File: config.mk
export PLATFORM = sky130hd
export DESIGN_NAME = pipe_inst_queue
export DESIGN_NICKNAME = d
export VERILOG_FILES = /design/src/rtl/pipe_inst_queue.sv
export SDC_FILE = /design/constraint.sdc
export NUM_CORES = 1
export LEC_CHECK = 0
export ABC_AREA = 0
export CAP_MARGIN = 10
export CORE_MARGIN = 4
export CORE_UTILIZATION = 51
export CTS_BUF_LIST = sky130_fd_sc_hd__clkbuf_16
export DETAILED_ROUTE_END_ITERATION = 8
export PLACE_DENSITY = 0.81
export SYNTH_ARGS = -nofsm -noshare
export SYNTH_HDL_FRONTEND = slang
export SYNTH_SLANG_ARGS = --single-unit
File: constraint.sdc
create_clock -name clk -period 2.05 [get_ports clk]
set_input_delay 0.3075 -clock clk [delete_from_list [all_inputs] [get_ports clk]]
set_output_delay 0.3075 -clock clk [all_outputs]
set_load 0.1 [all_outputs]
File: src/rtl/pipe_inst_queue.sv
// Instruction queue between fetch and decode.
// First-word-fall-through FIFO with flush and sticky overflow.
module pipe_inst_queue #(
  parameter int unsigned WIDTH = 32,
  parameter int unsigned DEPTH = 4,
  parameter logic [WIDTH-1:0] NOP = '0
) (
  input  logic                     clk,
  input  logic                     clrn,
  input  logic                     flush,
  input  logic                     push,
  input  logic [WIDTH-1:0]         push_inst,
  input  logic                     pop,
  output logic [WIDTH-1:0]         out_inst,
  output logic                     out_valid,
  output logic                     full,
  output logic [$clog2(DEPTH):0]   count,
  output logic                     ovf
);

  localparam int unsigned AW = $clog2(DEPTH);
  localparam int unsigned CW = AW + 1;

  logic [WIDTH-1:0] mem [DEPTH];
  logic [AW-1:0]    rdPtr;
  logic [AW-1:0]    wrPtr;
  logic [CW-1:0]    cnt;
  logic             ovfQ;
  logic             doPop;
  logic             doPush;
  logic             isFull;
  logic             isEmpty;

  assign isEmpty = (cnt == '0);
  assign isFull  = (cnt == CW'(DEPTH));

  // A full queue still takes a push when a pop frees the head slot.
  assign doPop  = pop && !isEmpty;
  assign doPush = push && (!isFull || doPop);

  always_ff @(posedge clk or negedge clrn) begin
    if (!clrn) begin
      rdPtr <= '0;
      wrPtr <= '0;
      cnt   <= '0;
      ovfQ  <= 1'b0;
      for (int i = 0; i < int'(DEPTH); i++) begin
        mem[i] <= NOP;
      end
    end else if (flush) begin
      rdPtr <= '0;
      wrPtr <= '0;
      cnt   <= '0;
      ovfQ  <= 1'b0;
    end else begin
      if (doPush) begin
        mem[wrPtr] <= push_inst;
        wrPtr      <= wrPtr + AW'(1);
      end
      if (doPop) begin
        rdPtr <= rdPtr + AW'(1);
      end
      unique case (1'b1)
        doPush && !doPop: cnt <= cnt + CW'(1);
        doPop && !doPush: cnt <= cnt - CW'(1);
        default:          cnt <= cnt;
      endcase
      if (push && !doPush) begin
        ovfQ <= 1'b1;
      end
    end
  end

  assign out_valid = !isEmpty;
  assign full      = isFull;
  assign count     = cnt;
  assign ovf       = ovfQ;
  assign out_inst  = isEmpty ? NOP : mem[rdPtr];

endmodule

==> impl_results.md <==
* Post-synth top area share at 49.4%
* WP data arrival at 1970 ps
* Hpwl dp at 9.70 mm
* Seq/Total Area, Yosys at 49.4%
* Failing checks: negative setup slack
* Final Hold Fails at 0
* Post-synth cell types at 38
* DRT Pass-1 Iters at 4
* Status: finished, violations left
* Largest area contributor in the netlist: dfrtp_1
* Internal power at 7.59 mW
* Routed wire length at 15.9 mm
* Residual DRC count at 0
* Max Cap Viol at 0
* Htree depth at 4
* Detailed-route via count at 4003
* Syn avg cell area at 16.5 sq um
* IO Pins at 75
* Worst Skew at 5.38 ps
* Antenna-violating nets left at 0
* Commonest cells post-synth: 136 x dfrtp_1, 90 x mux2_4, 37 x mux2_2
* Clock sink total at 136
* Synth warn at 0
* Switch share at 32.5%
* Clk pwr share at 26.5%
* Util after Layout at 70.5%
* Max Fclk at 0.439 GHz
* Core Region at 13200 sq um
* CTS clock-pin slew for the worst setup and hold paths at 60 ps
* Switching Power at 3.65 mW
* Final Critical Period at 2280 ps
* GRT Overall Usage at 21.5%
* Final Setup Violations at 36
* First-pass GRT wire length at 26.1 mm
* Most numerous cell in the Yosys netlist: dfrtp_1
* # rows at 42
* CP Capture Type: output pin
* Max_slew headroom at 64.0%
* Clock Latency Late Sink at 420 ps
* Critical path type: register to output pin
* Initial antenna violation count at 0
* Routability congestion estimate at 0.749
* Tightest Hold Check Type: input pin to asynchronous set/reset pin
* CTS root buffer: clkbuf_16
* CTS tree: done
* Post-synth EDFFs at 0
* Die area at 15400 sq um
* Worst Path Required at 1740 ps
* Synth top area cells: dfrtp_1 49%, mux2_4 20%, mux4_2 10%, mux2_2 6.0%, and2_1 3.0%
* Combinational power share at 39.3%
* Area delta synth->final at 35.5%
* Max-slew violation count at 0
* Pin count of the biggest net entering global routing at 57
* Initial core utilization at 52.1%
* Nets at 565
* RSZ-0062 raised after global routing: true
* Pleak at 4.54 nW
* Diode count at 0
* Synth Flop Type: dfrtp_1
* Share of layout cells above drive strength 1 at 59.7%
* Flops & latches, synth at 136
* Cells after synthesis at 417
* Die width at 124 um
* Peak supply drop at 0.000735 V
* CTS buffer count at 17
* Setup_tns at -5930 ps
* Starting DRT DRC Count at 168
* Avg Vias per Cell at 5.62
* Vias in the first global route at 4543
* Post-Syn Area at 6900 sq um
* Vert. Die Dim at 124 um
* Final WS setup at -228 ps
* Largest fanout on the critical path at 7
* Crit share post-route at 111%
* Worst Tran Pin Value at 539 ps
* Startpoint Class: register
* Net count after synthesis at 459
* Routed wire per std cell at 22.4 um
* Max clock buf depth at 2
* GRT overflow at 0
* Flop pwr share at 34.2%
* PD cells at 1200 nW/um^2
* Post-synth ARST share at 100%
* PortBufs at 74
worst paths after layout:
check / start / end / slack [ps] / cells past startpoint
hold reg to reg: mem[61] / mem[61] / 510 / 1
setup / recovery: rdPtr[0] / out_inst[8] / -230 / 5
max in group asynchronous: clrn / mem[123] / 990 / 3
min in group clk: mem[61] / mem[61] / 510 / 1
setup reg to reg: count[2] / mem[111] / 0 / 6
hold / removal: clrn / mem[58] / 430 / 2
flip-flops by register name (all words and copies together), names as in the netlist:
signal	cells
wrPtr	2
ovf	1
count	3
rdPtr	2
mem	128
layout by cell type (no fill, tap or decap), types with 2 or more instances in the layout:
cell / instances
o21ai_0: 3
and2_4: 32
buf_12: 50
dfrtp_4: 3
clkinv_2: 4
mux2_4: 128
nor2_1: 4
dfrtp_1: 131
xor2_1: 2
mux4_2: 32
buf_6: 4
buf_4: 23
a31oi_1: 3
buf_8: 3
clkinv_1: 3
dfrtp_2: 2
nand2b_1: 3
clkbuf_16: 18
nor2b_1: 3
clkdlybuf4s50_1: 35
bufinv_16: 3
nand4b_4: 4
ha_1: 4
buf_16: 2
a21oi_1: 4
inv_1: 8
nand3_1: 3
worst max-delay path, stage by stage, from the launching register on:
cell	delay (ps)
dfrtp_2	440
buf_12	140
buf_16	140
mux4_2	500
and2_4	170
buf_12	160
power groups by stage:
stage	clock [mW]	combinational [mW]	sequential [mW]
floorplan	0	3.13	3.72
global placement	0	4.21	3.77
detailed placement	0	4.28	3.83
CTS	3.00	4.45	3.82
global route	3.12	4.61	3.91
finish	2.98	4.42	3.84
per-stage QoR:
| step | power [mW] | hold slack (ps) | worst slack, ps | cell area, sq um | cells |
|---|---|---|---|---|---|
| floorplan | 6.85 | 11.9 | -199 | 7210 | 417 |
| global placement | 7.98 | 306 | -136 | 8580 | 669 |
| finish | 11.2 | 433 | -228 | 9340 | 712 |
| global route | 11.6 | 487 | -281 | 9340 | 712 |
| detailed placement | 8.11 | 307 | -213 | 8580 | 669 |
| CTS | 11.3 | 449 | -226 | 9310 | 708 |
area by class of cell:
cell class              instances  area (sq um)
flip-flops and latches        136          3420
multi-input cells             245          3420
well taps                     176           220
repair buffers                119          1700
clock buffers                  17           425
fillers                       796          3900
inverters                       4          15.0
clock inverters                15           145
repair_timing:
action	4_1_cts	5_1_grt
pin swaps	23	4
endpoints found under the setup margin	35	136
gates resized for setup	12	5
setup buffers	4	5
cloned	3	1
hold buffers	1	0
endpoints found under the hold margin	51	0
cells by family (layout without fill, tap and decap cells):
family	after synthesis	count (layout)	share of synthesized area [%]
mux	161	161	36.4
flops	136	136	49.4
simple gates	60	60	6.41
buf+inv	36	155	4.88
compound gates	17	17	1.67
fa+ha+maj	5	5	1.02
xor+xnor	2	2	0.254
per-layer routing:
metal	vias to the layer above	part of all wire, %	global-route usage (%)
met5	-	0	0
met3	20	3.8	4.97
met2	103	51	35.0
li1	1737	-	-
met4	0	1.4	6.38
met1	2143	44	29.0
Note: power is estimated with default switching activity, not from simulation.
